==> config.mk <==
export PLATFORM = sky130hd
export DESIGN_NAME = alu_mc
export DESIGN_NICKNAME = d
export VERILOG_FILES = /design/src/rtl/alu_pkg.sv /design/src/rtl/alu_comb.sv /design/src/rtl/alu_mc.sv
export SDC_FILE = /design/constraint.sdc
export NUM_CORES = 1
export LEC_CHECK = 0
export ABC_CLOCK_PERIOD_IN_PS = 5710
export CAP_MARGIN = 10
export CELL_PAD_IN_SITES_DETAIL_PLACEMENT = 1
export CELL_PAD_IN_SITES_GLOBAL_PLACEMENT = 2
export CORE_MARGIN = 8
export CORE_UTILIZATION = 30
export DETAILED_ROUTE_END_ITERATION = 10
export HOLD_SLACK_MARGIN = 0.05
export PLACE_DENSITY_LB_ADDON = 0.05
export SLEW_MARGIN = 20
export SYNTH_ARGS = -nofsm -noshare
export SYNTH_HDL_FRONTEND = slang
export SYNTH_HIERARCHICAL = 1
export SYNTH_SLANG_ARGS = --single-unit
export TNS_END_PERCENT = 1
==> constraint.sdc <==
create_clock -name clk_i -period 5.71 [get_ports clk_i]
set_clock_uncertainty 0.1 [all_clocks]
set_input_delay 0.571 -clock clk_i [delete_from_list [all_inputs] [get_ports clk_i]]
set_output_delay 0.571 -clock clk_i [all_outputs]
set_load 0.01 [all_outputs]
==> src/rtl/alu_pkg.sv <==
// alu_pkg: shared definitions for the ALU family (multi-cycle ALU, its
// combinational evaluator and the CPU ALU-control decoder).
//   ALU_CTRL_W  : width of the ALU operation code
//   ALU_*       : operation-code constants
//   alu_state_t : multi-cycle ALU controller states
package alu_pkg;

    localparam int unsigned ALU_CTRL_W = 4;

    localparam logic [ALU_CTRL_W-1:0] ALU_AND  = 4'd0;
    localparam logic [ALU_CTRL_W-1:0] ALU_OR   = 4'd1;
    localparam logic [ALU_CTRL_W-1:0] ALU_ADD  = 4'd2;
    localparam logic [ALU_CTRL_W-1:0] ALU_MULU = 4'd3;
    localparam logic [ALU_CTRL_W-1:0] ALU_DIVU = 4'd4;
    localparam logic [ALU_CTRL_W-1:0] ALU_SUB  = 4'd6;
    localparam logic [ALU_CTRL_W-1:0] ALU_SLT  = 4'd7;
    localparam logic [ALU_CTRL_W-1:0] ALU_NOR  = 4'd12;

    typedef enum logic [1:0] {
        ST_IDLE,
        ST_MUL,
        ST_DIV,
        ST_DONE
    } alu_state_t;

endpackage

==> src/rtl/alu_comb.sv <==
// alu_comb: combinational evaluator for the single-cycle ALU operations.
//   a_i      in  WIDTH : operand A (signed for SLT)
//   b_i      in  WIDTH : operand B (signed for SLT)
//   ctrl_i   in  4     : operation code
//   result_o out WIDTH : result; 0 for MULU/DIVU and undefined codes
module alu_comb
    import alu_pkg::*;
#(
    parameter int WIDTH = 32
) (
    input  logic [WIDTH-1:0]      a_i,
    input  logic [WIDTH-1:0]      b_i,
    input  logic [ALU_CTRL_W-1:0] ctrl_i,
    output logic [WIDTH-1:0]      result_o
);

    logic lt;

    always_comb begin
        lt = $signed(a_i) < $signed(b_i);
        result_o = '0;
        case (ctrl_i)
            ALU_AND: result_o = a_i & b_i;
            ALU_OR:  result_o = a_i | b_i;
            ALU_ADD: result_o = a_i + b_i;
            ALU_SUB: result_o = a_i - b_i;
            ALU_SLT: result_o = WIDTH'(lt);
            ALU_NOR: result_o = ~(a_i | b_i);
            default: result_o = '0;
        endcase
    end

endmodule

==> src/rtl/alu_mc.sv <==
// alu_mc: multi-cycle ALU with start/busy/done handshake. Single-cycle ops
// complete one cycle after accept; MULU (shift-add) and DIVU (restoring)
// take WIDTH+1 cycles. Results are registered and held until the next done.
//   clk_i    in  1     : clock
//   rst_i    in  1     : asynchronous active-high reset
//   start_i  in  1     : request, accepted only while idle
//   src1_i   in  WIDTH : operand A
//   src2_i   in  WIDTH : operand B
//   ctrl_i   in  4     : operation code, sampled at accept
//   busy_o   out 1     : high from the cycle after accept through done
//   done_o   out 1     : one-cycle completion pulse
//   result_o out WIDTH : main result (MULU low half, DIVU quotient)
//   hi_o     out WIDTH : MULU high half / DIVU remainder, else 0
//   zero_o   out 1     : result_o == 0
module alu_mc
    import alu_pkg::*;
#(
    parameter int WIDTH = 32
) (
    input  logic                  clk_i,
    input  logic                  rst_i,
    input  logic                  start_i,
    input  logic [WIDTH-1:0]      src1_i,
    input  logic [WIDTH-1:0]      src2_i,
    input  logic [ALU_CTRL_W-1:0] ctrl_i,
    output logic                  busy_o,
    output logic                  done_o,
    output logic [WIDTH-1:0]      result_o,
    output logic [WIDTH-1:0]      hi_o,
    output logic                  zero_o
);

    localparam int CNT_W = $clog2(WIDTH + 1);

    alu_state_t       state;
    logic [CNT_W-1:0] count;
    // work_hi: product high half (MUL) or WIDTH+1-bit partial remainder (DIV)
    // work_lo: multiplier shifting out / product low half (MUL),
    //          dividend shifting out / quotient shifting in (DIV)
    logic [WIDTH:0]   work_hi;
    logic [WIDTH-1:0] work_lo;
    logic [WIDTH-1:0] opd;      // multiplicand (MUL) or divisor (DIV)

    logic [WIDTH-1:0] comb_res;

    logic [WIDTH:0]   mul_sum;
    logic [WIDTH-1:0] mul_hi_nx;
    logic [WIDTH-1:0] mul_lo_nx;

    logic [WIDTH:0]   div_shift;
    logic [WIDTH:0]   div_diff;
    logic             div_ge;
    logic [WIDTH:0]   div_rem_nx;
    logic [WIDTH-1:0] div_q_nx;

    alu_comb #(
        .WIDTH (WIDTH)
    ) u_alu_comb (
        .a_i      (src1_i),
        .b_i      (src2_i),
        .ctrl_i   (ctrl_i),
        .result_o (comb_res)
    );

    // One shift-add step: the sum's LSB drops into the low half while the
    // multiplier shifts out, so {hi,lo} holds the full product after WIDTH steps.
    always_comb begin
        mul_sum   = work_hi + (work_lo[0] ? {1'b0, opd} : '0);
        mul_hi_nx = mul_sum[WIDTH:1];
        mul_lo_nx = {mul_sum[0], work_lo[WIDTH-1:1]};
    end

    // One restoring-division step. A zero divisor always "fits", which yields
    // an all-ones quotient and leaves the dividend as remainder with no
    // special case and unchanged latency.
    always_comb begin
        div_shift  = {work_hi[WIDTH-1:0], work_lo[WIDTH-1]};
        div_ge     = div_shift >= {1'b0, opd};
        div_diff   = div_shift - {1'b0, opd};
        div_rem_nx = div_ge ? div_diff : div_shift;
        div_q_nx   = {work_lo[WIDTH-2:0], div_ge};
    end

    always_ff @(posedge clk_i or posedge rst_i) begin
        if (rst_i) begin
            state    <= ST_IDLE;
            count    <= '0;
            work_hi  <= '0;
            work_lo  <= '0;
            opd      <= '0;
            busy_o   <= 1'b0;
            done_o   <= 1'b0;
            result_o <= '0;
            hi_o     <= '0;
            zero_o   <= 1'b1;
        end else begin
            done_o <= 1'b0;
            case (state)
                ST_IDLE: begin
                    if (start_i) begin
                        count  <= CNT_W'(WIDTH);
                        busy_o <= 1'b1;
                        case (ctrl_i)
                            ALU_MULU: begin
                                state   <= ST_MUL;
                                opd     <= src1_i;
                                work_hi <= '0;
                                work_lo <= src2_i;
                            end
                            ALU_DIVU: begin
                                state   <= ST_DIV;
                                opd     <= src2_i;
                                work_hi <= '0;
                                work_lo <= src1_i;
                            end
                            default: begin
                                state    <= ST_DONE;
                                done_o   <= 1'b1;
                                result_o <= comb_res;
                                hi_o     <= '0;
                                zero_o   <= (comb_res == '0);
                            end
                        endcase
                    end
                end
                ST_MUL: begin
                    count   <= count - CNT_W'(1);
                    work_hi <= {1'b0, mul_hi_nx};
                    work_lo <= mul_lo_nx;
                    if (count == CNT_W'(1)) begin
                        state    <= ST_DONE;
                        done_o   <= 1'b1;
                        result_o <= mul_lo_nx;
                        hi_o     <= mul_hi_nx;
                        zero_o   <= (mul_lo_nx == '0);
                    end
                end
                ST_DIV: begin
                    count   <= count - CNT_W'(1);
                    work_hi <= div_rem_nx;
                    work_lo <= div_q_nx;
                    if (count == CNT_W'(1)) begin
                        state    <= ST_DONE;
                        done_o   <= 1'b1;
                        result_o <= div_q_nx;
                        hi_o     <= div_rem_nx[WIDTH-1:0];
                        zero_o   <= (div_q_nx == '0);
                    end
                end
                ST_DONE: begin
                    state  <= ST_IDLE;
                    busy_o <= 1'b0;
                end
                default: begin
                    state  <= ST_IDLE;
                    busy_o <= 1'b0;
                end
            endcase
        end
    end

endmodule

==> results.tsv, run 1 <==
metric	value	unit
clkTransAtPathRegs	0.07	ns
layout_min_cycle_time	5.02	ns
reg2regPathDepth	12	
worstHoldStart	hi_o[11]$_DFFE_PP0P_	
worst_case_clock_buffer_depth	2	
power_density	573	nW/um^2
post_cts_resized	0	
most_frequent_cells_in_the_layout	281 x nand2_1, 227 x nor2_1, 194 x a21oi_1	
cts_tree	yes	
worstReg2RegStart	work_lo[0]$_DFFE_PP0P_	
insertion_delay	0.49	ns
p_leak	8.90	nW
synth_seq_area_share	0.248	
routed_via_density	5.74	
synth.ff_latch_count	172	
globalRouteOverflowTotal	0	
regToRegSetupSlack	1.61	ns
setup_total_neg_slack	0	ns
vdd_ir_drop_max	0.294	mV
hold_path.class	reg2reg	
fp.dieH	256	um
worstMarginPinSlew	1.09	ns
async_flop_share	1.00	
numCtsBuffers	17	
outcome	finished clean	
layout.cells.most_common	nand2_1	
floorplan.initialDensity	0.302	
cp_max_fanout	6	
synthesis.area_per_instance	7.72	sq um
finalMaxSlewViolations	0	
wire_per_inst	25.9	um
coreArea	57500	sq um
h-tree-depth	4	
clock-sinks	172	
place.detailed.hpwl	62.5	mm
top_level_ports	138	
drive_above_1_share	0.0779	
crit_path_end_kind	register	
whs_path_depth	2	
areaGrowthSynthToFinish	16.5	%
finish.net_count	2572	
critical_path.max_stage_delay	0.56	ns
grt_max_degree	66	
timing.hold.worst_endpoint	hi_o[11]$_DFFE_PP0P_	
synth-edff-count	0	
global_route_wire_length_before_repair	121	mm
timing.max_slew.rel_slack	0.273	
syn_area	17300	sq um
post-cts-setup-buffers	0	
ant_nets	0	
drt_first_pass_iters	6	
regToRegEndpoint	hi_o[21]$_DFFE_PP0P_	
main_flop_type_after_synthesis	dfrtp_1	
synth_cells	2246	
report.power.total	11.6	mW
grt_antenna_before_repair	2	
die_area	65800	sq um
finalCritPeriodShare	0.880	
final.fill_count	6889	
ys_types	105	
synthTopCellsByArea	dfrtp_1 25%, ha_1 12%, nand2_1 6.1%, a21oi_1 5.7%, nor2_1 5.0%	
critical_path.cell_chain	clkdlybuf4s50_1 > inv_1 > ha_1 > fa_1 > o21bai_1 > a21oi_1 > o211ai_1 > nand2_1 > o21a_1 > o31ai_2 > o21ai_0 > a221oi_1 > o21ai_0 > or4_1 > nor4_1 > nand4_1 > o31ai_1 > mux2_2	
nets_in_the_synthesized_netlist	2494	
gp_congestion	0.895	
timing.fmax	199	MHz
setup-violations-final	0	
wirelength	80.2	mm
synth.yosys.warnings	6	
crit_slowest_cell	or4_1	
max-cap-violations	0	
grt.total_usage	0.238	
crit_top_cell	o21ai_0	
ctsHoldBuffers	0	
yosysTopAreaCell	dfrtp_1	
clock-root-buffer	clkbuf_16	
floorplan.die.width	256	um
worst-endpoint-required	6.04	ns
drc	0	
placement.io_buffers	137	
report.final.hold_viol_count	0	
synth_largest_type_area_fraction	0.247	
via_count	17800	
timing.setup.critical_path_class	in2reg	
number_of_global_route_vias_before_repair	18200	
worst-endpoint-arrival	5.35	ns
drt_iter0_markers	1330	
crit_path_start_kind	primary input	
grt_setup_unrepaired	false	
placementRows	88	
[metrics by stage]
step	util	setup WS, ns	std cells	instance area, sq um	hold WS, ns
CTS	0.352	0.734	3102	20200	0.386
floorplan	-	0.381	2246	17300	0.364
detailed placement	0.341	0.212	3070	19600	0.371
global placement	0.341	0.306	3070	19600	0.364
global route	0.352	0.362	3103	20200	0.409
finish	0.352	0.686	3103	20200	0.377
[registers in the layout, summed over array words and instances (netlist names)]
signal and flops:
work_lo 32, busy_o 1, zero_o 1, hi_o 32, work_hi 33, state 2, result_o 32, done_o 1
count 6, opd 32
[where the power goes]
group / internal, mW / total (mW) / switching, mW
registers: 1.79 / 2.48 / 0.693
clock network: 0.682 / 1.27 / 0.591
logic: 2.78 / 7.82 / 5.05
[critical path, delay by kind of cell]
family | cells | cell delay [ns]
and+or+nand+nor | 4 | 1.04
muxes | 1 | 0.19
AOI/OAI and AO/OA | 9 | 2.29
buffers and inverters | 2 | 0.63
adders and majority gates | 2 | 0.64
[cells by family after synthesis]
family          Yosys count  synth area share
compound gates          779             0.309
fa+ha+maj               177             0.129
buf+inv                 282            0.0638
xor+xnor                 69            0.0348
simple gates            721             0.186
mux                      46            0.0288
flops                   172             0.248
[layout make-up]
type / instances / area [sq um] / share of cell area
well taps: 765 / 957 / 0.0473
inverters: 153 / 579 / 0.0287
clock inverters: 12 / 136 / 0.00675
clock buffers: 20 / 467 / 0.0231
flip-flops and latches: 172 / 4310 / 0.213
multi-input cells: 1792 / 12000 / 0.594
repair buffers: 188 / 1750 / 0.0868
diodes: 1 / 2.50 / 0.000124
[worst max-delay path by stage]
stage,startpoint,to,slack [ns],depth (start not counted)
floorplan,rst_i,busy_o$_DFFE_PP0P_,0.38,1
global placement,src1_i[0],zero_o$_DFFE_PP1P_,0.31,18
detailed placement,src1_i[6],zero_o$_DFFE_PP1P_,0.21,18
CTS,src1_i[6],zero_o$_DFFE_PP1P_,0.73,18
global route,src2_i[0],zero_o$_DFFE_PP1P_,0.36,19
finish,src1_i[0],zero_o$_DFFE_PP1P_,0.69,18
[synthesized netlist by cell type, drive strengths merged (18+ instances only)]
cell and count:
o21bai 20, o31ai 19, a31oi 54, nand4 18, dfrtp 171, nor3 40, xor2 18, ha 173
mux2 28, o21ai 169, buf 33, a221oi 68, a222oi 31, xnor2 51, nor4 26, a21oi 199
nor2 232, mux2i 18, a22o 19, inv 153, a21o 42, nand2 283, clkbuf 96, nand3 31
[metal layers]
metal / up-vias / global-route usage / routed length [um]
met5: - / 0 / 0
met4: 0 / 0.0606 / 1650
met3: 76 / 0.0273 / 2870
met2: 433 / 0.384 / 36800
met1: 8944 / 0.335 / 38900
li1: 8352 / - / -
(Power assumes the default switching activity.)
==> run 2, diff against run 1 <==
Settings changed: PLACE_DENSITY_LB_ADDON 0.05 to 0.25.
==> run 2 against run 1 <==
Compared with the run above: combinational power decreased by 1%; critical path depth is the same; non-clock buffer count fell by 17; hold slack improved by 0.0020 ns; register-to-register slack lost 0.16 ns; global-route usage decreased by 1.5 points; critical endpoint unchanged; largest power group unchanged.
==> results.tsv, run 2 (same netlist as run 1, synthesis figures left out) <==
metric	value	unit
outcome	finished clean	
report.final.hold_viol_count	0	
cts_tree	yes	
grt_max_degree	90	
coreArea	57500	sq um
worst_case_clock_buffer_depth	2	
power.share.combinational	0.670	
max-cap-violations	0	
p_leak	8.82	nW
finalMaxSlewViolations	0	
gp_congestion	0.889	
via_count	17900	
setup_total_neg_slack	0	ns
drt_iter0_markers	1340	
place.detailed.hpwl	58.5	mm
drive_above_1_share	0.0698	
grt_antenna_before_repair	1	
die_area	65800	sq um
hold_path.class	reg2reg	
drc	0	
global_route_wire_length_before_repair	115	mm
routed_via_density	5.79	
critical_path.cell_chain	clkdlybuf4s50_1 > inv_1 > ha_1 > and4_1 > a21boi_0 > a211oi_2 > a21o_1 > o311ai_1 > a31o_2 > a2111oi_0 > o21ai_0 > o21ai_0 > nor4_1 > nand4_1 > nor4_1 > nand4_1 > o31ai_1 > mux2_2	
route.layer.met1.wl	35.1	mm
insertion_delay	0.50	ns
floorplan.die.width	256	um
crit_path_end_kind	register	
post_cts_resized	0	
timing.setup.critical_path_class	in2reg	
switching_share	0.545	
layout_min_cycle_time	4.99	ns
clock-sinks	172	
areaGrowthSynthToFinish	15.9	%
power.share.sequential	0.219	
finalCritPeriodShare	0.874	
wire_per_inst	24.5	um
floorplan.initialDensity	0.302	
critPathBufInv	2	
numCtsBuffers	17	
layout.cells.most_common	nand2_1	
crit_path_start_kind	primary input	
globalRouteOverflowTotal	0	
met2_wire_length	35.7	mm
post-cts-setup-buffers	0	
cp_max_fanout	10	
number_of_global_route_vias_before_repair	18100	
setup-violations-final	0	
crit_slowest_cell	o311ai_1	
grt.total_usage	0.223	
family_of_cells_with_the_greatest_summed_delay_on_the_critical_path	compound AO/OA/AOI/OAI gates	
drt_first_pass_iters	5	
registers.top_by_ff_count	work_hi	
fp.dieH	256	um
clock-root-buffer	clkbuf_16	
finish.net_count	2555	
final_area	20100	sq um
timing.max_slew.rel_slack	0.189	
net-switching-power	6.29	mW
critical_path.max_stage_delay	0.82	ns
power_density	574	nW/um^2
worstMarginPinSlew	1.21	ns
h-tree-depth	4	
placement.io_buffers	137	
most_frequent_cells_in_the_layout	281 x nand2_1, 227 x nor2_1, 194 x a21oi_1	
vdd_ir_drop_max	0.284	mV
cell_internal_pwr	5.25	mW
worst-endpoint-arrival	5.33	ns
wl_met3	3.17	mm
placed_area	19500	sq um
timing.fmax	200	MHz
largest_register_ffs	33	
ant_nets	0	
ctsHoldBuffers	0	
worst-endpoint-required	6.05	ns
grt_setup_unrepaired	false	
clkTransAtPathRegs	0.07	ns
top_level_ports	138	
wirelength	75.8	mm
highest-signal-layer	met4	
placementRows	88	
share_clk_of_total_power	0.111	
==> run 2: cell count changes in the layout (fill, tap and decap cells not counted), sizes merged <==
cell,before,now
buf,51,34
bufinv,2,3
clkbuf,20,19
clkinv,6,7
inv,154,153
==> run 2: path summary, 6_finish.rpt <==
check                                         start                  endpoint  slack, ns  depth (start not counted)
min in group asynchronous                     rst_i  result_o[11]$_DFFE_PP0P_       0.48                          2
max                                      src1_i[10]        zero_o$_DFFE_PP1P_       0.72                         18
max in group asynchronous                     rst_i       opd[28]$_DFFE_PP0P_       3.99                          3
min reg2reg                result_o[16]$_DFFE_PP0P_  result_o[16]$_DFFE_PP0P_       0.38                          2
min                        result_o[16]$_DFFE_PP0P_  result_o[16]$_DFFE_PP0P_       0.38                          2
max reg2reg                  work_lo[0]$_DFFE_PP0P_      hi_o[31]$_DFFE_PP0P_       1.45                         12
==> run 2: layout make-up <==
type	count	area [sq um]
fill	6920	37400
multi-input combinational	1792	12000
sequential	172	4310
timing repair buffer	171	1650
tap	765	957
inverter	153	579
clock buffer	19	443
clock inverter	13	166
antenna	1	2.50
==> run 2: worst register-to-register path: stages (launching register included) <==
cell and delay, ns:
dfrtp_1 0.42, inv_1 0.64, nor2_1 0.17, fa_1 0.49
a211oi_2 0.27, o211ai_1 0.29, a21oi_2 0.33, o21ai_2 0.19
a2111o_1 0.44, a31oi_1 0.27, a21o_1 0.16, o22ai_1 0.10
mux2_2 0.28
==> run 2: power groups by stage <==
stage	sequential, mW	combinational (mW)	clock (mW)
floorplan	2.28	5.03	0
global placement	2.52	7.54	0
detailed placement	2.54	7.66	0
CTS	2.51	7.70	1.33
global route	2.59	8.38	1.37
finish	2.53	7.73	1.28
==> run 2: layer usage <==
metal	track usage	vias up
li1	-	8327
met1	0.298	8988
met2	0.371	463
met3	0.0363	77
met4	0.0597	0
met5	0	-
==> run 2: metrics by stage <==
stage	std cells	total power, mW	setup slack (ns)	hold WS [ns]	util
2_1_floorplan	2246	7.31	0.381	0.364	-
3_3_place_gp	3053	10.1	0.299	0.362	0.339
4_1_cts	3085	11.5	0.811	0.387	0.350
3_5_place_dp	3053	10.2	0.303	0.370	0.339
5_1_grt	3085	12.3	0.376	0.416	0.350
6_report	3086	11.5	0.721	0.379	0.350
